### src/rtl/baccarat_pkg.sv
// Shared types and helpers for the baccarat round sequencer.
package baccarat_pkg;

  // Round sequencer states, listed in deal order.
  typedef enum logic [3:0] {
    DEAL_P1,
    DEAL_D1,
    DEAL_P2,
    DEAL_D2,
    EVAL_NAT,
    DEAL_P3,
    EVAL_D3,
    EVAL_D,
    DEAL_D3,
    RESULT,
    DONE
  } state_t;

  // When the player stood, the dealer stands at this total or above.
  localparam logic [3:0] DEALER_STAND_NO_P3 = 4'd6;

  // Card rank 1..13 to baccarat point value 0..9 (tens and faces count as 0).
  function automatic logic [3:0] card_value(input logic [3:0] rank);
    return (rank >= 4'd10) ? 4'd0 : rank;
  endfunction

  // Scores above 9 never come from scorehand; treat them as 9 so they compare high and stand.
  function automatic logic [3:0] clamp_score(input logic [3:0] score);
    return (score > 4'd9) ? 4'd9 : score;
  endfunction

endpackage

### src/rtl/baccarat_ctrl_if.sv
// Signal bundle between the round sequencer and the datapath/scorehand side.
interface baccarat_ctrl_if;
  logic       step;
  logic [3:0] pscore;
  logic [3:0] dscore;
  logic [3:0] pcard3;
  logic       load_pcard1;
  logic       load_pcard2;
  logic       load_pcard3;
  logic       load_dcard1;
  logic       load_dcard2;
  logic       load_dcard3;
  logic       player_win_light;
  logic       dealer_win_light;
  logic       round_done;

  // Datapath side: supplies step and scores, receives strobes and lights.
  modport master (
    output step, pscore, dscore, pcard3,
    input  load_pcard1, load_pcard2, load_pcard3,
    input  load_dcard1, load_dcard2, load_dcard3,
    input  player_win_light, dealer_win_light, round_done
  );

  // Sequencer side.
  modport slave (
    input  step, pscore, dscore, pcard3,
    output load_pcard1, load_pcard2, load_pcard3,
    output load_dcard1, load_dcard2, load_dcard3,
    output player_win_light, dealer_win_light, round_done
  );
endinterface

### src/rtl/dealer_draw_rule.sv
// Dealer third-card rule when the player has drawn a third card.
module dealer_draw_rule (
  input  logic [3:0] dscore,  // dealer two-card total, already clamped to 0..9
  input  logic [3:0] pvalue,  // player third-card point value 0..9
  output logic       draw
);

  // Tableau lookup on dealer total and player third-card value.
  always_comb begin
    // NOTE: default first so every path assigns draw and no latch is inferred.
    draw = 1'b0;
    case (dscore)
      4'd0, 4'd1, 4'd2: draw = 1'b1;
      4'd3:             draw = (pvalue != 4'd8);
      4'd4:             draw = (pvalue >= 4'd2) && (pvalue <= 4'd7);
      4'd5:             draw = (pvalue >= 4'd4) && (pvalue <= 4'd7);
      4'd6:             draw = (pvalue == 4'd6) || (pvalue == 4'd7);
      default:          draw = 1'b0;
    endcase
  end

endmodule

### src/rtl/baccarat_ctrl.sv
// Baccarat round sequencer: deal strobes, third-card rules, winner lights.
module baccarat_ctrl
  import baccarat_pkg::*;
#(
  parameter int NATURAL_MIN  = 8,
  parameter int PLAYER_STAND = 6
) (
  input  logic           slow_clock,
  input  logic           resetb,
  baccarat_ctrl_if.slave bus
);

  localparam logic [3:0] NAT_MIN_4   = 4'(NATURAL_MIN);
  localparam logic [3:0] P_STAND_4   = 4'(PLAYER_STAND);

  state_t     state;
  state_t     state_next;
  logic [3:0] pscore_c;
  logic [3:0] dscore_c;
  logic [3:0] pvalue;
  logic       d3_draw;
  logic       player_light;
  logic       dealer_light;
  logic [5:0] strobes;

  assign pscore_c = clamp_score(bus.pscore);
  assign dscore_c = clamp_score(bus.dscore);
  assign pvalue   = card_value(bus.pcard3);

  dealer_draw_rule u_draw_rule (
    .dscore (dscore_c),
    .pvalue (pvalue),
    .draw   (d3_draw)
  );

  // State register.
  always_ff @(posedge slow_clock or negedge resetb) begin
    // NOTE: sequential state uses non-blocking assignments so all registers update together.
    if (!resetb) state <= DEAL_P1;
    else         state <= state_next;
  end

  // Next-state logic; every transition except DONE's self-loop is gated by step.
  always_comb begin
    state_next = state;
    if (bus.step) begin
      case (state)
        DEAL_P1:  state_next = DEAL_D1;
        DEAL_D1:  state_next = DEAL_P2;
        DEAL_P2:  state_next = DEAL_D2;
        DEAL_D2:  state_next = EVAL_NAT;
        EVAL_NAT: begin
          if (pscore_c >= NAT_MIN_4 || dscore_c >= NAT_MIN_4) state_next = RESULT;
          else if (pscore_c < P_STAND_4)                      state_next = DEAL_P3;
          else                                                state_next = EVAL_D;
        end
        DEAL_P3:  state_next = EVAL_D3;
        EVAL_D3:  state_next = d3_draw ? DEAL_D3 : RESULT;
        EVAL_D:   state_next = (dscore_c < DEALER_STAND_NO_P3) ? DEAL_D3 : RESULT;
        DEAL_D3:  state_next = RESULT;
        RESULT:   state_next = DONE;
        DONE:     state_next = DONE;
        default:  state_next = DEAL_P1;
      endcase
    end
  end

  // Mealy load strobes; gated by resetb so a strobe in flight dies with reset.
  always_comb begin
    strobes = 6'b0;
    if (resetb && bus.step) begin
      case (state)
        DEAL_P1: strobes[0] = 1'b1;
        DEAL_P2: strobes[1] = 1'b1;
        DEAL_P3: strobes[2] = 1'b1;
        DEAL_D1: strobes[3] = 1'b1;
        DEAL_D2: strobes[4] = 1'b1;
        DEAL_D3: strobes[5] = 1'b1;
        default: strobes = 6'b0;
      endcase
    end
  end

  // Winner lights latch on the edge leaving RESULT and hold until reset.
  always_ff @(posedge slow_clock or negedge resetb) begin
    if (!resetb) begin
      player_light <= 1'b0;
      dealer_light <= 1'b0;
    end else if (state == RESULT && bus.step) begin
      player_light <= (pscore_c >= dscore_c);
      dealer_light <= (dscore_c >= pscore_c);
    end
  end

  assign bus.load_pcard1      = strobes[0];
  assign bus.load_pcard2      = strobes[1];
  assign bus.load_pcard3      = strobes[2];
  assign bus.load_dcard1      = strobes[3];
  assign bus.load_dcard2      = strobes[4];
  assign bus.load_dcard3      = strobes[5];
  assign bus.player_win_light = player_light;
  assign bus.dealer_win_light = dealer_light;
  assign bus.round_done       = (state == DONE);

endmodule

### src/flat_wrapper.sv
// flat-port wrapper written by rule: the top's interface ports become plain ports
module baccarat_ctrl_flat import baccarat_pkg::*;
#(
  parameter int NATURAL_MIN  = 8,
  parameter int PLAYER_STAND = 6
)
  (slow_clock, resetb, bus_step, bus_pscore, bus_dscore, bus_pcard3, bus_load_pcard1, bus_load_pcard2, bus_load_pcard3, bus_load_dcard1, bus_load_dcard2, bus_load_dcard3, bus_player_win_light, bus_dealer_win_light, bus_round_done);
  baccarat_ctrl_if bus_i ();
  input  logic slow_clock;
  input  logic resetb;
  input wire logic [$bits(bus_i.step)-1:0] bus_step;
  input wire logic [$bits(bus_i.pscore)-1:0] bus_pscore;
  input wire logic [$bits(bus_i.dscore)-1:0] bus_dscore;
  input wire logic [$bits(bus_i.pcard3)-1:0] bus_pcard3;
  output wire logic [$bits(bus_i.load_pcard1)-1:0] bus_load_pcard1;
  output wire logic [$bits(bus_i.load_pcard2)-1:0] bus_load_pcard2;
  output wire logic [$bits(bus_i.load_pcard3)-1:0] bus_load_pcard3;
  output wire logic [$bits(bus_i.load_dcard1)-1:0] bus_load_dcard1;
  output wire logic [$bits(bus_i.load_dcard2)-1:0] bus_load_dcard2;
  output wire logic [$bits(bus_i.load_dcard3)-1:0] bus_load_dcard3;
  output wire logic [$bits(bus_i.player_win_light)-1:0] bus_player_win_light;
  output wire logic [$bits(bus_i.dealer_win_light)-1:0] bus_dealer_win_light;
  output wire logic [$bits(bus_i.round_done)-1:0] bus_round_done;
  assign bus_i.step = bus_step;
  assign bus_i.pscore = bus_pscore;
  assign bus_i.dscore = bus_dscore;
  assign bus_i.pcard3 = bus_pcard3;
  assign bus_load_pcard1 = bus_i.load_pcard1;
  assign bus_load_pcard2 = bus_i.load_pcard2;
  assign bus_load_pcard3 = bus_i.load_pcard3;
  assign bus_load_dcard1 = bus_i.load_dcard1;
  assign bus_load_dcard2 = bus_i.load_dcard2;
  assign bus_load_dcard3 = bus_i.load_dcard3;
  assign bus_player_win_light = bus_i.player_win_light;
  assign bus_dealer_win_light = bus_i.dealer_win_light;
  assign bus_round_done = bus_i.round_done;
  baccarat_ctrl #(.NATURAL_MIN(NATURAL_MIN), .PLAYER_STAND(PLAYER_STAND)) u_core (.slow_clock(slow_clock), .resetb(resetb), .bus(bus_i));
endmodule
### config.mk
export PLATFORM = sky130hd
export DESIGN_NAME = baccarat_ctrl_flat
export DESIGN_NICKNAME = d
export VERILOG_FILES = /design/src/rtl/baccarat_pkg.sv /design/src/rtl/baccarat_ctrl_if.sv /design/src/rtl/dealer_draw_rule.sv /design/src/rtl/baccarat_ctrl.sv /design/src/flat_wrapper.sv
export SDC_FILE = /design/constraint.sdc
export NUM_CORES = 1
export LEC_CHECK = 0
export CAP_MARGIN = 15
export CORE_UTILIZATION = 42
export DETAILED_ROUTE_END_ITERATION = 8
export GPL_TIMING_DRIVEN = 0
export PLACE_DENSITY = 0.78
export SYNTH_ARGS = -nofsm -noshare
export SYNTH_HDL_FRONTEND = slang
export SYNTH_SLANG_ARGS = --single-unit
### constraint.sdc
create_clock -name slow_clock -period 1.6 [get_ports slow_clock]
set_input_delay 0.32 -clock slow_clock [delete_from_list [all_inputs] [get_ports slow_clock]]
set_output_delay 0.32 -clock slow_clock [all_outputs]
set_load 0.005 [all_outputs]
==> flow_summary.toml, run 1 <==
[clock_network]
cts_max_path_buffers = 2
cts_sinks = 6
worstSkewPairLatency_ns = 0.23
cts_root_buffer = "clkbuf_4"
clkTransAtPathRegs_ns = 0.04
cts_tree = "built"
cts_inserted_buffers = 3
cts_htree_levels = 1

[setup_path]
crit_required_ns = 1.28
setup_crit_path_kind = "flip-flop to output port"
timing.critical_path.from_type = "flip-flop"
critPathCaptureType = "output port"
crit_arrival_ns = 1.26
largest_fanout_of_any_net_on_the_critical_path = 5

[final_layout]
layout_common_cells = "nand2_1, nor2_1, clkdlybuf4s50_1, buf_2, a21oi_1"
area_growth_syn_to_layout_pct = 60.7
finalNonFillerCells = 128
antenna_cells_inserted = 0
nets = 134
layout-drive-gt1-share_pct = 31.9
filler_cell_count = 114
mostFrequentLayoutCell = "nand2_1"

[timing]
final-max-slew-violation-count = 0
finalHoldWorstSlack_ns = 0.0270
max_freq_mhz = 634
slew_headroom_pct = 79.5
timing.final.hold_violations = 0
period_share_pct = 98.5
rsz0062_at_grt = "true"
timing.final.crit_period_ns = 1.58
setup_viol = 0
clock-skew-final_ns = 0.00150
worstMarginPinSlew_ns = 0.307

[routing]
drt.antenna.violating_nets = 0
drtPass1Iterations = 4
route.vias.total = 718
routed_via_density = 5.61
drt-wirelength-per-cell_microns = 13.6
remaining_drc_errors = 0
initial_drc_count = 18
routed_wirelength_microns = 1740

[floorplanning]
floorplan.initialDensity_pct = 46.1
die_area_sq_mm = 0.00162
floorplan.die.height_microns = 40.2
fp.coreArea_sq_mm = 0.00133
die_w_microns = 40.2
boundaryPins = 24
row_count = 13

[global_routing]
grt_max_degree = 11
grt_pass1_wl_microns = 2640
gr-usage-all-layers_pct = 24.5
vias_in_the_first_global_route = 627
overflow = 0
initial_antenna_violation_count = 0

[yosys]
synth_largest_area_cell = "dfrtp_1"
synth_sequential_area_ratio_pct = 24.4
synth_area_per_cell_sq_um = 7.31
mappedNetlistNets = 103
yosys.area.top_type_share_pct = 24.4
synthCells = 84
synth_cell_type_count = 30
netlist_area_sq_um = 614
synthTopCellsByArea = "dfrtp_1, ha_1, a21oi_1, nand2_1, nor2_1"
ys_ff_latch = 6
synth-warning-count = 0

[place]
dp_cells = 121
place_congestion = 0.799
dpl.hpwl_microns = 1230
port_bufs = 22

[power]
worst_ir_drop_vdd_uv = 727
power_density_mw_per_mm2 = 1190
p_leak_nw = 0.442

[job]
max_cap_viol = 0

[hold_path]
holdCritPathClass = "primary input to asynchronous set/reset pin"

[outcome]
result_of_the_run = "complete, no violations"
cells in the mapped netlist, drive strengths merged:
cell and number:
nor2b 3, nand4 1, nand2b 5, nand3b 1, and2b 1, o21ai 7
nor4 1, dfrtp 6, a311oi 1, o22ai 1, nand3 2, o21a 3
buf 3, a21oi 8, o22a 2, inv 4, a221oi 1, a211o 1
ha 4, nand2 10, or2b 1, clkbuf 2, nor2 9, o311ai 1
or3b 1, o221ai 1, nor3 3, nor4b 1
cell families (layout without fill, tap and decap cells):
| group | count (synthesis) | after routing | share of synthesized area, % |
|---|---|---|---|
| AOI/OAI and AO/OA | 26 | 26 | 26.9 |
| adders and majority gates | 4 | 4 | 8.15 |
| DFF | 6 | 6 | 24.4 |
| buffers and inverters | 9 | 38 | 6.11 |
| and+or+nand+nor | 39 | 39 | 34.4 |
critical path, cell delays in order, from the launching register on:
cell     delay [ns]
dfrtp_2        0.44
nor2_4         0.13
nand3_2        0.10
buf_6          0.14
nor3_4         0.09
buf_2          0.13
final timing paths:
path | from | end | slack [ns] | depth (start not counted)
max | u_core.state[3]$_DFFE_PN0P_ | bus_load_pcard1 | 0.02 | 5
min | resetb | u_core.bus.dealer_win_light$_DFFE_PN0P_ | 0.03 | 1
max reg2reg | u_core.state[3]$_DFFE_PN0P_ | u_core.state[0]$_DFFE_PN0P_ | 0.29 | 6
min reg2reg | u_core.bus.dealer_win_light$_DFFE_PN0P_ | u_core.bus.dealer_win_light$_DFFE_PN0P_ | 0.52 | 1
max in group asynchronous | resetb | u_core.state[2]$_DFFE_PN0P_ | 1.37 | 1
min in group slow_clock | bus_step | u_core.state[2]$_DFFE_PN0P_ | 0.41 | 2
where the power goes:
group / internal (mW) / switching, mW / total (mW)
sequential: 0.226 / 0.0988 / 0.324
combinational: 0.396 / 0.324 / 0.720
clock: 0.0842 / 0.0454 / 0.130
total: 0.706 / 0.468 / 1.17
area by class of cell:
cell class / instances / area, sq um / area share (%)
Multi-Input combinational cell: 69 / 494 / 50.1
Timing Repair Buffer: 27 / 246 / 25.0
Sequential cell: 6 / 155 / 15.7
Buffer: 4 / 35.0 / 3.55
Clock buffer: 3 / 22.5 / 2.28
Tap cell: 15 / 18.8 / 1.90
Inverter: 4 / 15.0 / 1.52
through the flow:
step	TNS (ns)	setup slack, ns	utilization, %	power (mW)	cell area (sq um)
3_5_place_dp	-4.45	-0.651	64.0	0.821	853
2_1_floorplan	0	0.340	-	0.602	614
4_1_cts	-0.0630	-0.0630	72.5	1.13	967
3_3_place_gp	-4.12	-0.604	64.0	0.803	853
6_report	0	0.0236	74.0	1.17	987
5_1_grt	-0.176	-0.0717	74.0	1.26	987
state kept, by name, indices dropped and copies added, names as in the netlist:
name,count
u_core.bus.dealer_win_light,1
u_core.state,4
u_core.bus.player_win_light,1
repair_timing:
item	CTS	global route
cloned	0	0
resized for setup	41	18
setup endpoints to repair	9	9
hold buffers	0	0
buffers inserted	4	1
pin swaps	5	2
endpoints found under the hold margin	0	0
routing by layer:
layer | vias up | part of all wire (%) | track usage, %
met5 | - | 0 | 0
met4 | 0 | 0 | 5.00
met3 | 0 | 3.4 | 3.33
met2 | 14 | 50 | 43.5
met1 | 342 | 47 | 31.4
li1 | 362 | - | -
Power figures use the tool's default switching activity.
==> run 2, diff against run 1 <==
--- a/config.mk
+++ b/config.mk
@@ -7,6 +7,7 @@
 export LEC_CHECK = 0
 export CAP_MARGIN = 15
 export CORE_UTILIZATION = 42
+export CTS_CLUSTER_SIZE = 30
 export DETAILED_ROUTE_END_ITERATION = 8
 export GPL_TIMING_DRIVEN = 0
 export PLACE_DENSITY = 0.78
==> results of run 2 <==
No change in the layout: final DEF, timing and power equal those of run 1.
